===== src/rtl/fetch_queue_unit_pkg.sv =====
// fetch_pkg: shared types and constants for the instruction-fetch stage.
//   fetch_entry_t  - one queued fetch result {pc, ir, iam, iaf}
//   fetch_state_e  - fetch sequencer states
//   PC_INC         - sequential fetch stride in bytes
// The entry is sized for the widest supported configuration (64-bit PC,
// 32-bit instruction). Narrower XLEN/ILEN settings zero-extend into it.
package fetch_pkg;

    localparam int unsigned FETCH_XLEN = 64;
    localparam int unsigned FETCH_ILEN = 32;

    localparam logic [FETCH_XLEN-1:0] PC_INC = 64'd4;

    typedef enum logic [1:0] {
        RUN   = 2'd0,  // free to request (credit permitting)
        WAIT  = 2'd1,  // one request outstanding, response is wanted
        DRAIN = 2'd2,  // one request outstanding, response will be dropped
        HALT  = 2'd3   // faulted or misaligned; wait for a flush
    } fetch_state_e;

    typedef struct packed {
        logic [FETCH_XLEN-1:0] pc;
        logic [FETCH_ILEN-1:0] ir;
        logic                  iam;
        logic                  iaf;
    } fetch_entry_t;

endpackage


===== src/rtl/fetch_queue_unit_if.sv =====
// fetch_queue_unit_if: bundles the flush inputs, the instruction-cache
// request/response handshake and the decode handshake of the fetch stage.
//   master - the fetch unit's view (drives IC_REQ_* and DE_* outputs)
//   slave  - the environment's view (cache, decode, writeback, trap logic)
interface fetch_queue_unit_if #(
    parameter int unsigned XLEN = 64,
    parameter int unsigned ILEN = 32
);

    logic            WB_REDIRECT_V;
    logic [XLEN-1:0] WB_REDIRECT_PC;
    logic            TRAP_V;
    logic [XLEN-1:0] DE_MTVEC;

    logic            IC_REQ_V;
    logic [XLEN-1:0] IC_REQ_PC;
    logic            IC_REQ_RDY;
    logic            IC_RSP_V;
    logic [ILEN-1:0] IC_RSP_INSTR;
    logic            IC_RSP_ERR;

    logic            DE_V;
    logic            DE_RDY;
    logic [ILEN-1:0] DE_IR;
    logic [XLEN-1:0] DE_PC;
    logic [XLEN-1:0] DE_NPC;
    logic            DE_IAM;
    logic            DE_IAF;

    modport master (
        input  WB_REDIRECT_V, WB_REDIRECT_PC, TRAP_V, DE_MTVEC,
        input  IC_REQ_RDY, IC_RSP_V, IC_RSP_INSTR, IC_RSP_ERR, DE_RDY,
        output IC_REQ_V, IC_REQ_PC,
        output DE_V, DE_IR, DE_PC, DE_NPC, DE_IAM, DE_IAF
    );

    modport slave (
        output WB_REDIRECT_V, WB_REDIRECT_PC, TRAP_V, DE_MTVEC,
        output IC_REQ_RDY, IC_RSP_V, IC_RSP_INSTR, IC_RSP_ERR, DE_RDY,
        input  IC_REQ_V, IC_REQ_PC,
        input  DE_V, DE_IR, DE_PC, DE_NPC, DE_IAM, DE_IAF
    );

endinterface


===== src/rtl/fetch_queue.sv =====
// fetch_queue: synchronous FIFO of fetch_entry_t.
//   clk, rst      - clock, synchronous active-high reset
//   flush         - empty the queue; wins over push and pop
//   push/push_data- enqueue (ignored when full)
//   pop           - dequeue head (ignored when empty)
//   head          - current head entry (valid when !empty)
//   full/empty/count - occupancy status
module fetch_queue
    import fetch_pkg::*;
#(
    parameter  int unsigned DEPTH = 4,
    localparam int unsigned PTR_W = $clog2(DEPTH),
    localparam int unsigned CNT_W = PTR_W + 1
) (
    input  logic             clk,
    input  logic             rst,
    input  logic             flush,
    input  logic             push,
    input  fetch_entry_t     push_data,
    input  logic             pop,
    output fetch_entry_t     head,
    output logic             full,
    output logic             empty,
    output logic [CNT_W-1:0] count
);

    fetch_entry_t     mem_q [DEPTH];
    logic [PTR_W-1:0] wr_ptr_q, wr_ptr_d;
    logic [PTR_W-1:0] rd_ptr_q, rd_ptr_d;
    logic [CNT_W-1:0] count_q, count_d;
    logic             do_push, do_pop;

    assign full  = (count_q == CNT_W'(DEPTH));
    assign empty = (count_q == '0);
    assign count = count_q;
    assign head  = mem_q[rd_ptr_q];

    // NOTE: every variable written here gets a default first so no path
    // leaves it unassigned, which would otherwise infer a latch.
    always_comb begin
        do_push  = push && !full && !flush;
        do_pop   = pop && !empty && !flush;
        wr_ptr_d = wr_ptr_q;
        rd_ptr_d = rd_ptr_q;
        count_d  = count_q;
        if (flush) begin
            wr_ptr_d = '0;
            rd_ptr_d = '0;
            count_d  = '0;
        end else begin
            // Power-of-two depth: pointers wrap by natural overflow.
            if (do_push) wr_ptr_d = wr_ptr_q + PTR_W'(1);
            if (do_pop)  rd_ptr_d = rd_ptr_q + PTR_W'(1);
            count_d = count_q + CNT_W'(do_push) - CNT_W'(do_pop);
        end
    end

    // NOTE: sequential state uses non-blocking assignments so every flop
    // samples pre-edge values regardless of statement order.
    always_ff @(posedge clk) begin
        if (rst) begin
            wr_ptr_q <= '0;
            rd_ptr_q <= '0;
            count_q  <= '0;
        end else begin
            wr_ptr_q <= wr_ptr_d;
            rd_ptr_q <= rd_ptr_d;
            count_q  <= count_d;
        end
    end

    // NOTE: storage is not reset; an entry is only observed once count
    // says it was written, so resetting it would only cost reset fan-out.
    always_ff @(posedge clk) begin
        if (do_push) mem_q[wr_ptr_q] <= push_data;
    end

endmodule


===== src/rtl/fetch_queue_unit.sv =====
// fetch_queue_unit: instruction-fetch stage. Issues PC-ordered requests to
// the instruction cache (at most one outstanding), buffers results in a
// DEPTH-entry queue and hands them to decode. Trap/redirect flush the
// queue and restart fetch; misaligned PCs and access faults become tagged
// entries followed by a halt until the next flush.
//   CLK, RESET - clock, synchronous active-high reset
//   bus        - fetch_queue_unit_if.master (flush, cache and decode ports)
module fetch_queue_unit
    import fetch_pkg::*;
#(
    parameter int unsigned     XLEN     = 64,
    parameter int unsigned     ILEN     = 32,
    parameter int unsigned     DEPTH    = 4,
    parameter logic [XLEN-1:0] RESET_PC = 64'h0
) (
    input logic                CLK,
    input logic                RESET,
    fetch_queue_unit_if.master bus
);

    localparam int unsigned CNT_W = $clog2(DEPTH) + 1;

    fetch_state_e     state_q, state_d;
    logic [XLEN-1:0]  fetch_pc_q, fetch_pc_d;

    logic             flush, inflight, de_v;
    logic [XLEN-1:0]  flush_pc;
    logic             req_v;
    logic [XLEN-1:0]  req_pc;

    logic             q_push, q_pop, q_full, q_empty;
    logic [CNT_W-1:0] q_count;
    fetch_entry_t     q_wdata, q_head;

    assign flush    = bus.TRAP_V || bus.WB_REDIRECT_V;
    assign flush_pc = bus.TRAP_V ? bus.DE_MTVEC : bus.WB_REDIRECT_PC;
    assign inflight = (state_q == WAIT) || (state_q == DRAIN);
    assign de_v     = !q_empty && !RESET;
    assign q_pop    = de_v && bus.DE_RDY;

    always_comb begin
        state_d    = state_q;
        fetch_pc_d = fetch_pc_q;
        q_push     = 1'b0;
        q_wdata    = '0;
        req_v      = 1'b0;
        req_pc     = fetch_pc_q;
        unique case (state_q)
            RUN: begin
                if (fetch_pc_q[1:0] != 2'b00) begin
                    // Misaligned target: report it in-order, never fetch it.
                    if (!q_full) begin
                        q_push      = 1'b1;
                        q_wdata.pc  = FETCH_XLEN'(fetch_pc_q);
                        q_wdata.iam = 1'b1;
                        state_d     = HALT;
                    end
                end else begin
                    req_v = !q_full;
                    if (req_v && bus.IC_REQ_RDY) state_d = WAIT;
                end
            end
            WAIT: begin
                if (bus.IC_RSP_V) begin
                    q_push      = 1'b1;
                    q_wdata.pc  = FETCH_XLEN'(fetch_pc_q);
                    q_wdata.ir  = bus.IC_RSP_ERR ? '0 : FETCH_ILEN'(bus.IC_RSP_INSTR);
                    q_wdata.iaf = bus.IC_RSP_ERR;
                    fetch_pc_d  = fetch_pc_q + XLEN'(PC_INC);
                    if (bus.IC_RSP_ERR) begin
                        state_d = HALT;
                    end else begin
                        // Back-to-back issue: the entry being pushed now
                        // occupies a slot, the retiring request frees none.
                        req_v   = (int'(q_count) + 1) < int'(DEPTH);
                        req_pc  = fetch_pc_d;
                        state_d = (req_v && bus.IC_REQ_RDY) ? WAIT : RUN;
                    end
                end
            end
            DRAIN: begin
                if (bus.IC_RSP_V) state_d = RUN;
            end
            HALT: begin
            end
            default: state_d = RUN;
        endcase
        if (flush) begin
            // A response landing in the flush cycle retires the request.
            q_push     = 1'b0;
            req_v      = 1'b0;
            fetch_pc_d = flush_pc;
            state_d    = (inflight && !bus.IC_RSP_V) ? DRAIN : RUN;
        end
        if (RESET) req_v = 1'b0;
    end

    always_ff @(posedge CLK) begin
        if (RESET) begin
            state_q    <= RUN;
            fetch_pc_q <= RESET_PC;
        end else begin
            state_q    <= state_d;
            fetch_pc_q <= fetch_pc_d;
        end
    end

    fetch_queue #(.DEPTH(DEPTH)) u_queue (
        .clk       (CLK),
        .rst       (RESET),
        .flush     (flush),
        .push      (q_push),
        .push_data (q_wdata),
        .pop       (q_pop),
        .head      (q_head),
        .full      (q_full),
        .empty     (q_empty),
        .count     (q_count)
    );

    assign bus.IC_REQ_V  = req_v;
    assign bus.IC_REQ_PC = req_pc;

    // Idle decode outputs (reset or empty queue) show the reset PC.
    always_comb begin
        bus.DE_V   = de_v;
        bus.DE_IR  = '0;
        bus.DE_PC  = RESET_PC;
        bus.DE_NPC = RESET_PC + XLEN'(PC_INC);
        bus.DE_IAM = 1'b0;
        bus.DE_IAF = 1'b0;
        if (de_v) begin
            bus.DE_IR  = ILEN'(q_head.ir);
            bus.DE_PC  = XLEN'(q_head.pc);
            bus.DE_NPC = XLEN'(q_head.pc) + XLEN'(PC_INC);
            bus.DE_IAM = q_head.iam;
            bus.DE_IAF = q_head.iaf;
        end
    end

endmodule


===== src/flat_wrapper.sv =====
// flat-port wrapper written by rule: the top's interface ports become plain ports
module fetch_queue_unit_flat import fetch_pkg::*;
#(
    parameter int unsigned     XLEN     = 64,
    parameter int unsigned     ILEN     = 32,
    parameter int unsigned     DEPTH    = 4,
    parameter logic [XLEN-1:0] RESET_PC = 64'h0
)
  (CLK, RESET, bus_WB_REDIRECT_V, bus_WB_REDIRECT_PC, bus_TRAP_V, bus_DE_MTVEC, bus_IC_REQ_RDY, bus_IC_RSP_V, bus_IC_RSP_INSTR, bus_IC_RSP_ERR, bus_DE_RDY, bus_IC_REQ_V, bus_IC_REQ_PC, bus_DE_V, bus_DE_IR, bus_DE_PC, bus_DE_NPC, bus_DE_IAM, bus_DE_IAF);
  fetch_queue_unit_if #(.XLEN(XLEN), .ILEN(ILEN)) bus_i ();
  input logic CLK;
  input logic RESET;
  input wire logic [$bits(bus_i.WB_REDIRECT_V)-1:0] bus_WB_REDIRECT_V;
  input wire logic [$bits(bus_i.WB_REDIRECT_PC)-1:0] bus_WB_REDIRECT_PC;
  input wire logic [$bits(bus_i.TRAP_V)-1:0] bus_TRAP_V;
  input wire logic [$bits(bus_i.DE_MTVEC)-1:0] bus_DE_MTVEC;
  input wire logic [$bits(bus_i.IC_REQ_RDY)-1:0] bus_IC_REQ_RDY;
  input wire logic [$bits(bus_i.IC_RSP_V)-1:0] bus_IC_RSP_V;
  input wire logic [$bits(bus_i.IC_RSP_INSTR)-1:0] bus_IC_RSP_INSTR;
  input wire logic [$bits(bus_i.IC_RSP_ERR)-1:0] bus_IC_RSP_ERR;
  input wire logic [$bits(bus_i.DE_RDY)-1:0] bus_DE_RDY;
  output wire logic [$bits(bus_i.IC_REQ_V)-1:0] bus_IC_REQ_V;
  output wire logic [$bits(bus_i.IC_REQ_PC)-1:0] bus_IC_REQ_PC;
  output wire logic [$bits(bus_i.DE_V)-1:0] bus_DE_V;
  output wire logic [$bits(bus_i.DE_IR)-1:0] bus_DE_IR;
  output wire logic [$bits(bus_i.DE_PC)-1:0] bus_DE_PC;
  output wire logic [$bits(bus_i.DE_NPC)-1:0] bus_DE_NPC;
  output wire logic [$bits(bus_i.DE_IAM)-1:0] bus_DE_IAM;
  output wire logic [$bits(bus_i.DE_IAF)-1:0] bus_DE_IAF;
  assign bus_i.WB_REDIRECT_V = bus_WB_REDIRECT_V;
  assign bus_i.WB_REDIRECT_PC = bus_WB_REDIRECT_PC;
  assign bus_i.TRAP_V = bus_TRAP_V;
  assign bus_i.DE_MTVEC = bus_DE_MTVEC;
  assign bus_i.IC_REQ_RDY = bus_IC_REQ_RDY;
  assign bus_i.IC_RSP_V = bus_IC_RSP_V;
  assign bus_i.IC_RSP_INSTR = bus_IC_RSP_INSTR;
  assign bus_i.IC_RSP_ERR = bus_IC_RSP_ERR;
  assign bus_i.DE_RDY = bus_DE_RDY;
  assign bus_IC_REQ_V = bus_i.IC_REQ_V;
  assign bus_IC_REQ_PC = bus_i.IC_REQ_PC;
  assign bus_DE_V = bus_i.DE_V;
  assign bus_DE_IR = bus_i.DE_IR;
  assign bus_DE_PC = bus_i.DE_PC;
  assign bus_DE_NPC = bus_i.DE_NPC;
  assign bus_DE_IAM = bus_i.DE_IAM;
  assign bus_DE_IAF = bus_i.DE_IAF;
  fetch_queue_unit #(.XLEN(XLEN), .ILEN(ILEN), .DEPTH(DEPTH), .RESET_PC(RESET_PC)) u_core (.CLK(CLK), .RESET(RESET), .bus(bus_i));
endmodule

===== config.mk =====
export PLATFORM = sky130hd
export DESIGN_NAME = fetch_queue_unit_flat
export DESIGN_NICKNAME = d
export VERILOG_FILES = /design/src/rtl/fetch_queue_unit_pkg.sv /design/src/rtl/fetch_queue_unit_if.sv /design/src/rtl/fetch_queue.sv /design/src/rtl/fetch_queue_unit.sv /design/src/flat_wrapper.sv
export SDC_FILE = /design/constraint.sdc
export NUM_CORES = 1
export LEC_CHECK = 0
export CAP_MARGIN = 0
export CORE_MARGIN = 2
export CORE_UTILIZATION = 40
export CTS_CLUSTER_SIZE = 12
export DETAILED_ROUTE_END_ITERATION = 8
export HOLD_SLACK_MARGIN = 0.02
export PLACE_DENSITY = 0.67
export SETUP_SLACK_MARGIN = 0.05
export SYNTH_ARGS = -nofsm -noshare
export SYNTH_HDL_FRONTEND = slang
export SYNTH_SLANG_ARGS = --single-unit

===== constraint.sdc =====
create_clock -name CLK -period 4.55 [get_ports CLK]
set_input_delay 0.6825 -clock CLK [delete_from_list [all_inputs] [get_ports CLK]]
set_output_delay 0.6825 -clock CLK [all_outputs]
set_load 0.01 [all_outputs]

## After elaboration in Yosys (flattened, before gate mapping)

Memories as Yosys holds them, arrays and structs flattened. A register that Yosys moved wholly into a read port is not among the register bits.
Index checks and enable logic that the tools add are counted.
W data, S select, Z words.

- Flip-flop bits (word level): 73
- Memories kept: 1
- Input port bits: 168
- Output and inout port bits: 228
- Logic and storage cells: 92
- RAM bits: 392

Memories:

| memory | words | bits a word | read ports | clocked after Yosys merged registers in | wr ports | RTL line | source |
|---|---|---|---|---|---|---|---|
| u_core.u_queue.mem_q | 4 | 98 | 1 | 1 | 1 | fetch_queue.sv:27 | `fetch_entry_t mem_q [DEPTH];` |

- Reductions and logical operators: 25
- Eq/ne operators: 7
- $lt $le $gt $ge: 1
- Mux-type cells: 46
- $add $sub $neg: 7

Operators with widths:

| operator | count |
|---|---|
| $mux W64 | 11 |
| $add A64 B3 Y64 const B | 2 |
| $pmux W64 S2 | 1 |
| $mux W32 | 3 |
| $mux W96 | 1 |
| $lt A32 B4 Y1 const B | 1 |
| $mux W2 | 10 |
| $mux W1 | 17 |
| $logic_and A1 B1 Y1 | 9 |
| $ne A3 B3 Y1 const B | 2 |
| $pmux W2 S3 | 1 |
| $reduce_bool A2 Y1 | 3 |
| $logic_not A1 Y1 | 5 |
| $reduce_and A5 Y1 | 1 |
| $add A2 B1 Y2 const B | 2 |
| $add A3 B1 Y4 const B | 1 |
| $ne A4 B2 Y1 const B | 1 |
| $ne A4 B4 Y1 const B | 1 |
| $pmux W1 S2 | 2 |
| $reduce_bool A4 Y1 | 1 |
| $add A3 B1 Y3 | 1 |
| $eq A3 B3 Y1 const B | 1 |
| $logic_not A3 Y1 | 1 |
| $sub A3 B1 Y3 | 1 |
| 6 further kinds | 7 |

## Depth between registers and ports, before layout

Gate-level depths: netlist of run 1.

- Word-level depth: 9
- Mapped depth: 13
- Depth with buffers taken out: 12

## Cells and area by module

A second synthesis of run 1 with hierarchy kept.

- Cells, all modules: 1967
- Area total of the unflattened synthesis: 23543.8 µm²

Modules (own cells, without submodules):

| module | instances | cells an instance | sequential area each (µm²) | area each (µm²) |
|---|---|---|---|---|
| fetch_queue | 1 | 562 | 11951.5 | 14606.5 |
| fetch_queue_unit | 1 | 1405 | 1321.3 | 8937.3 |

## Worst setup path before layout of run 1

No wires, ideal clock.

- Path type: input port to flip-flop
- From: input port bus_TRAP_V
- To: memory u_core.u_queue.mem_q[1][0] in the netlist's numbering (enable)
- Stages on the path: 5
- Buffers on the path: 2
- Data arrival time: 4.117 ns
- Setup slack: -0.035 ns
- Cell sequence: clkbuf_1 > or2_2 > clkbuf_1 > nor3_1 > and2_1

- Word-level cells in the longest chain between the ends: 6
- Elaborated cells between the ends (all ways): 7

RTL lines:

| element | RTL line | source |
|---|---|---|
| from (decl) | flat_wrapper.sv:15 | `input wire logic [$bits(bus_i.TRAP_V)-1:0] bus_TRAP_V;` |
| $logic_or A1 B1 Y1 (*) | fetch_queue_unit.sv:35 | `assign flush = bus.TRAP_V \|\| bus.WB_REDIRECT_V;` |
| $mux W1 | fetch_queue_unit.sv:88 | `if (flush) begin` |
| $logic_and A1 B1 Y1 | fetch_queue.sv:41 | `do_push = push && !full && !flush;` |
| $logic_and A1 B1 Y1 (*) | fetch_queue.sv:41 |  |
| $mux W1 (*) | fetch_queue.sv:75 | `if (do_push) mem_q[wr_ptr_q] <= push_data;` |
| $mux W1 (not written as such) (*) | fetch_queue.sv:75 |  |
| to (decl) | fetch_queue.sv:27 |  |

Every way passes the cells marked *; elsewhere a longest branch is shown, timed or not.

==> results of run 1 <==
cells in the mapped netlist, types with 30 or more instances:
cell type | n | area [um2]
o31ai_1 | 32 | 240
and2_1 | 138 | 863
xor2_1 | 48 | 420
nor2b_1 | 58 | 363
nor4_1 | 30 | 188
nand2_1 | 113 | 424
nor3_1 | 48 | 240
nand4_1 | 43 | 269
nor2_1 | 129 | 484
mux4_2 | 85 | 1910
edfxtp_1 | 392 | 11800
xnor2_1 | 73 | 639
inv_1 | 30 | 113
nand3_1 | 54 | 270
a21oi_1 | 69 | 345
dfxtp_1 | 75 | 1500
clkbuf_1 | 96 | 360
o21ai_0 | 39 | 195
per-layer routing:
layer	routed length (um)	vias up	track usage [%]
met5	0	-	0
met4	2150	0	6.90
met3	7080	132	4.48
met2	34400	924	37.5
met1	32400	8855	35.5
li1	-	7944	-
worst max-delay path: stages, from the launching register on:
cell and delay (ns):
dfxtp_4 0.39, buf_16 0.18, mux4_1 0.39, and4_2 0.31
and4_4 0.34, nand3b_4 0.18, or4_1 0.57, a21oi_2 0.21
clkdlybuf4s50_1 0.57
area by class of cell:
cell class                 count  area (um2)
fill                        4893       27400
timing repair buffer         496        4930
multi-input combinational   1238        9630
clock buffer                  60        1290
inverter                      31         116
sequential                   467       13300
clock inverter                22         211
antenna                        4        10.0
tap                          765         957
repair_timing:
action                                  4_1_cts  5_1_grt
setup buffers                                22        9
gates cloned                                  2        1
pin swaps                                     9        5
endpoints found under the setup margin       50       51
gates resized for setup                      29       38
where the power goes:
part	switching (mW)	internal [mW]
combinational	0.482	0.416
clock	1.64	2.18
sequential	0.0938	4.70
total	2.22	7.29
state kept, by name (all words and copies together), names as in the netlist, named ones only:
signal,flops
u_core.u_queue.mem_q,392
u_core.fetch_pc_q,64
u_core.u_queue.count,3
u_core.state_q,2
u_core.u_queue.rd_ptr_q,2
u_core.u_queue.wr_ptr_q,2
path summary, 6_finish.rpt:
check	start	endpoint	slack (ns)	cells after the start
max	flip-flop	bus_DE_NPC[63]	0.14	8
min	RESET	u_core.fetch_pc_q[27]	0.44	2
max reg2reg	u_core.state_q[1]	u_core.u_queue.mem_q[3][30]	1.25	8
min reg2reg	u_core.u_queue.wr_ptr_q[1]	u_core.u_queue.wr_ptr_q[1]	0.50	2
per-stage QoR:
stage / area [um2] / utilization [%] / cells / worst slack (ns) / power, mW
after floorplan: 23500 / - / 1869 / 1.03 / 5.28
after global placement: 28400 / 49.1 / 2963 / 0.277 / 5.73
after detailed placement: 28400 / 49.1 / 2963 / 0.230 / 5.75
after CTS: 30200 / 52.3 / 3069 / 0.0312 / 9.54
after global routing: 30400 / 52.6 / 3079 / 0.00752 / 9.79
final: 30400 / 52.6 / 3083 / 0.142 / 9.51
logic make-up (layout without fill, tap and decap cells):
group | after synthesis | after routing | synth area share, %
and+or+nand+nor | 727 | 729 | 17.2
DFF | 467 | 467 | 56.5
AOI/OAI and AO/OA | 261 | 261 | 7.44
buffers and inverters | 166 | 609 | 3.30
xor gates and xnor gates | 121 | 121 | 4.52
muxes | 114 | 114 | 10.3
adders and majority gates | 13 | 13 | 0.725
other | 0 | 4 | 0
==> results.sh, run 1 <==
export IMPL_layout_commonest_cell="edfxtp_1"
export IMPL_tns_ns=0
export IMPL_async_flop_share_pct=0
export IMPL_path_clk_slew_ns=0.06
export IMPL_critPathKind="flip-flop to output pin"
export IMPL_drt_wirelength_per_cell_um=24.7
export IMPL_crit_required_ns=3.87
export IMPL_critPathArrivalTime_ns=3.73
export IMPL_place_gp_congestion=0.928
export IMPL_drive_above_1_share_pct=14.6
export IMPL_cts_buffers=50
export IMPL_vias=17900
export IMPL_clkSinkCount=467
export IMPL_io_buffer_count=395
export IMPL_max_slew_margin_rel_pct=46.3
export IMPL_die_height_um=246
export IMPL_syn_avg_cell_area_um2=12.6
export IMPL_grt_max_degree=68
export IMPL_vias_per_cell=5.79
export IMPL_antenna_found_initial=0
export IMPL_drtPass1Iterations=8
export IMPL_rsz0062_at_grt="true"
export IMPL_rows=88
export IMPL_hp_class="primary input to flip-flop"
export IMPL_fin_crit_sh_pct=96.9
export IMPL_layout_common_cells="392 x edfxtp_1, 376 x clkdlybuf4s50_1, 134 x and2_1"
export IMPL_holdWs_ns=0.445
export IMPL_nNetsFinal=2465
export IMPL_final_hold_violation_count=0
export IMPL_die_area_um2=60600
export IMPL_fin_worst_skew_ns=0.0234
export IMPL_clk_latency_ns=0.59
export IMPL_synthesis_nets=2050
export IMPL_antenna_left=0
export IMPL_postCtsHoldBufs=0
export IMPL_grt_use_total_pct=24.4
export IMPL_crit_path_end_kind="output pin"
export IMPL_ir_worst_vdd_mv=0.264
export IMPL_powerDensity_nw_per_um2=312
export IMPL_grt_first_pass_wirelength_um=111000
export IMPL_ys_seq_area_share_pct=56.5
export IMPL_place_hpwl_um=53900
export IMPL_initial_core_util_pct=40.6
export IMPL_power_leakage_nw=9.66
export IMPL_h_tree_depth=2
export IMPL_drt_iter0_markers=1822
export IMPL_overflow=0
export IMPL_netlist_instances=1869
export IMPL_yosysWarnings=0
export IMPL_netlist_area_um2=23500
export IMPL_slew_violations=0
export IMPL_num_io_pins=396
export IMPL_ys_ff_latch=467
export IMPL_start_kind="flip-flop"
export IMPL_cts_tree="yes"
export IMPL_crit_fanout=12
export IMPL_status="finished clean"
export IMPL_die_x_um=246
export IMPL_clock_tree_buffer_depth=3
export IMPL_max_cap_violations=0
export IMPL_fmax_mhz=227
export IMPL_remaining_drc_errors=0
export IMPL_syn2layout_area_growth_pct=29.6
export IMPL_tightest_slew_ns=0.799
export IMPL_cts_root_buf="clkbuf_16"
export IMPL_synth_edff_count=392
export IMPL_fin_crit_ns=4.41
export IMPL_synth_cell_type_count=79
export IMPL_routed_wirelength_um=76100
export IMPL_setup_viol=0
export IMPL_first_global_vias=17200
export IMPL_ys_flop_type="edfxtp_1"
export IMPL_coreArea_um2=57800
(Power assumes the default switching activity.)
==> run 2, diff against run 1 <==
--- a/config.mk
+++ b/config.mk
@@ -6,6 +6,7 @@
 export NUM_CORES = 1
 export LEC_CHECK = 0
 export CAP_MARGIN = 0
+export CORE_ASPECT_RATIO = 2
 export CORE_MARGIN = 2
 export CORE_UTILIZATION = 40
 export CTS_CLUSTER_SIZE = 12
@@ -13,6 +14,7 @@
 export HOLD_SLACK_MARGIN = 0.02
 export PLACE_DENSITY = 0.67
 export SETUP_SLACK_MARGIN = 0.05
+export SKIP_LAST_GASP = 1
 export SYNTH_ARGS = -nofsm -noshare
 export SYNTH_HDL_FRONTEND = slang
 export SYNTH_SLANG_ARGS = --single-unit
==> results.sh, run 2 (synthesis results as in run 1) <==
export IMPL_rsz0062_at_grt="true"
export IMPL_h_tree_depth=2
export IMPL_power_frac_clock_pct=38.6
export IMPL_first_global_vias=18400
export IMPL_grtUsageMet3_pct=4.40
export IMPL_crit_required_ns=3.87
export IMPL_finalWorstSetupSlack_ns=0.115
export IMPL_remaining_drc_errors=0
export IMPL_start_kind="flip-flop"
export IMPL_r2r_cells=14
export IMPL_pwr_share_comb_pct=9.6
export IMPL_vias_per_cell=5.73
export IMPL_clk_latency_ns=0.58
export IMPL_coreArea_um2=58000
export IMPL_crit_path_end_kind="output pin"
export IMPL_crit_fanout=6
export IMPL_initial_core_util_pct=40.5
export IMPL_clkSinkCount=467
export IMPL_place_gp_congestion=0.948
export IMPL_max_cap_violations=0
export IMPL_routed_wirelength_um=78000
export IMPL_layout_commonest_cell="edfxtp_1"
export IMPL_largest_register_ffs=392
export IMPL_antenna_found_initial=0
export IMPL_antenna_left=0
export IMPL_grt_busiest_layer="met2"
export IMPL_multi_input_area_um2=9690
export IMPL_grt_first_pass_wirelength_um=115000
export IMPL_fin_worst_skew_ns=0.0205
export IMPL_drive_above_1_share_pct=15.2
export IMPL_switching_share_pct=23.0
export IMPL_critPathArrivalTime_ns=3.75
export IMPL_tightest_slew_ns=0.856
export IMPL_die_height_um=347
export IMPL_fin_crit_sh_pct=97.5
export IMPL_drt_iter0_markers=1399
export IMPL_ir_worst_vdd_mv=0.257
export IMPL_cts_root_buf="clkbuf_16"
export IMPL_place_hpwl_um=55900
export IMPL_die_x_um=175
export IMPL_power_leakage_nw=9.71
export IMPL_grt_use_total_pct=25.2
export IMPL_worstSetupEndpoint="bus_DE_NPC[24]"
export IMPL_utilization_pct=52.6
export IMPL_vias=17700
export IMPL_drtPass1Iterations=6
export IMPL_powerDensity_nw_per_um2=303
export IMPL_critPathKind="flip-flop to output pin"
export IMPL_post_place_ws_ns=0.0866
export IMPL_nNetsFinal=2482
export IMPL_path_clk_slew_ns=0.07
export IMPL_p_seq_share_pct=51.9
export IMPL_cts_buffers=46
export IMPL_fillers=4990
export IMPL_regMostFlops="u_core.u_queue.mem_q"
export IMPL_cts_tree="yes"
export IMPL_reg2reg_to="u_core.u_queue.count[2]"
export IMPL_rows=125
export IMPL_fin_crit_ns=4.43
export IMPL_grt_use_met2_pct=44.4
export IMPL_max_slew_margin_rel_pct=42.7
export IMPL_r2r_slack_ns=1.61
export IMPL_grt_max_degree=99
export IMPL_num_io_pins=396
export IMPL_final_hold_violation_count=0
export IMPL_io_buffer_count=395
export IMPL_grtUsageMet1_pct=29.2
export IMPL_hp_class="flip-flop to flip-flop"
export IMPL_drt_wirelength_per_cell_um=25.2
export IMPL_netSwitchingPower_mw=2.13
export IMPL_antenna_cells=0
export IMPL_postCtsHoldBufs=0
export IMPL_clock_tree_buffer_depth=3
export IMPL_syn2layout_area_growth_pct=29.9
export IMPL_die_area_um2=60700
export IMPL_overflow=0
export IMPL_layout_common_cells="392 x edfxtp_1, 375 x clkdlybuf4s50_1, 134 x and2_1"
export IMPL_fmax_mhz=225
export IMPL_timing_rr_start="u_core.state_q[1]"
export IMPL_status="finished clean"
export IMPL_slew_violations=0
export IMPL_seq_area_um2=13300
export IMPL_setup_viol=0
export IMPL_p_int_mw=7.10
[run 2: cell types whose count changed in the layout (fill, tap and decap cells not counted), sizes merged, moves of 4 or more]
cell          change
clkinv            -9
diode             -4
dlygate4sd2       +6
buf              +18
clkbuf            +7
dlymetal6s2s      -4
[run 2: worst max-delay path, stage by stage, from the launching register on]
cell and delay (ns):
dfxtp_4 0.39, buf_12 0.15, mux4_2 0.38, ha_2 0.22, nand2_2 0.10, or4_4 0.67, buf_4 0.21, nor3_2 0.24
xnor2_1 0.10, nor2_1 0.12, clkdlybuf4s50_1 0.59
[run 2: power by group through the flow]
stage / clock network, mW / logic (mW) / registers (mW)
6_report: 3.56 / 0.883 / 4.79
5_1_grt: 3.77 / 0.948 / 4.80
4_1_cts: 3.64 / 0.871 / 4.78
3_5_place_dp: 0 / 0.856 / 4.87
3_3_place_gp: 0 / 0.844 / 4.87
2_1_floorplan: 0 / 0.452 / 4.83
[run 2: layer usage]
| metal | wire, um | part of all wire, % |
|---|---|---|
| met1 | 29100 | 37 |
| met2 | 39700 | 51 |
| met3 | 5280 | 6.8 |
| met4 | 3900 | 5.0 |
| met5 | 0 | 0 |
[run 2: cell type report]
cell class / count / share of cell area (%)
clock inverters: 8 / 0.267
flip-flops and latches: 467 / 43.5
multi-input cells: 1238 / 31.8
clock buffers: 66 / 4.16
inverters: 31 / 0.382
well taps: 762 / 3.13
repair buffers: 517 / 16.7
[run 2: repair_timing]
| action | CTS | global route |
|---|---|---|
| setup buffers | 14 | 16 |
| pin swaps | 6 | 7 |
| gates resized for setup | 48 | 38 |
| setup endpoints to repair | 56 | 37 |
| cloned | 4 | 0 |
[run 2: worst min path at each step]
stage                          startpoint                          to  slack (ns)  depth (start not counted)
6_report       u_core.u_queue.wr_ptr_q[1]  u_core.u_queue.wr_ptr_q[1]        0.50                          2
3_5_place_dp   u_core.u_queue.wr_ptr_q[1]  u_core.u_queue.wr_ptr_q[1]        0.49                          2
4_1_cts        u_core.u_queue.wr_ptr_q[1]  u_core.u_queue.wr_ptr_q[1]        0.50                          2
2_1_floorplan  u_core.u_queue.wr_ptr_q[1]  u_core.u_queue.wr_ptr_q[1]        0.47                          2
3_3_place_gp   u_core.u_queue.wr_ptr_q[1]  u_core.u_queue.wr_ptr_q[1]        0.48                          2
5_1_grt        u_core.u_queue.wr_ptr_q[1]  u_core.u_queue.wr_ptr_q[1]        0.54                          2
[run 2: through the flow]
stage                     hold WS, ns  setup TNS (ns)  power (mW)  area, um2  cells
final                           0.501               0        9.23      30500   3089
after global routing            0.545         -0.0210        9.52      30500   3089
after CTS                       0.504         -0.0305        9.30      30200   3073
after detailed placement        0.495               0        5.73      28500   2981
after global placement          0.479               0        5.71      28500   2981
after floorplan                 0.469               0        5.28      23500   1869
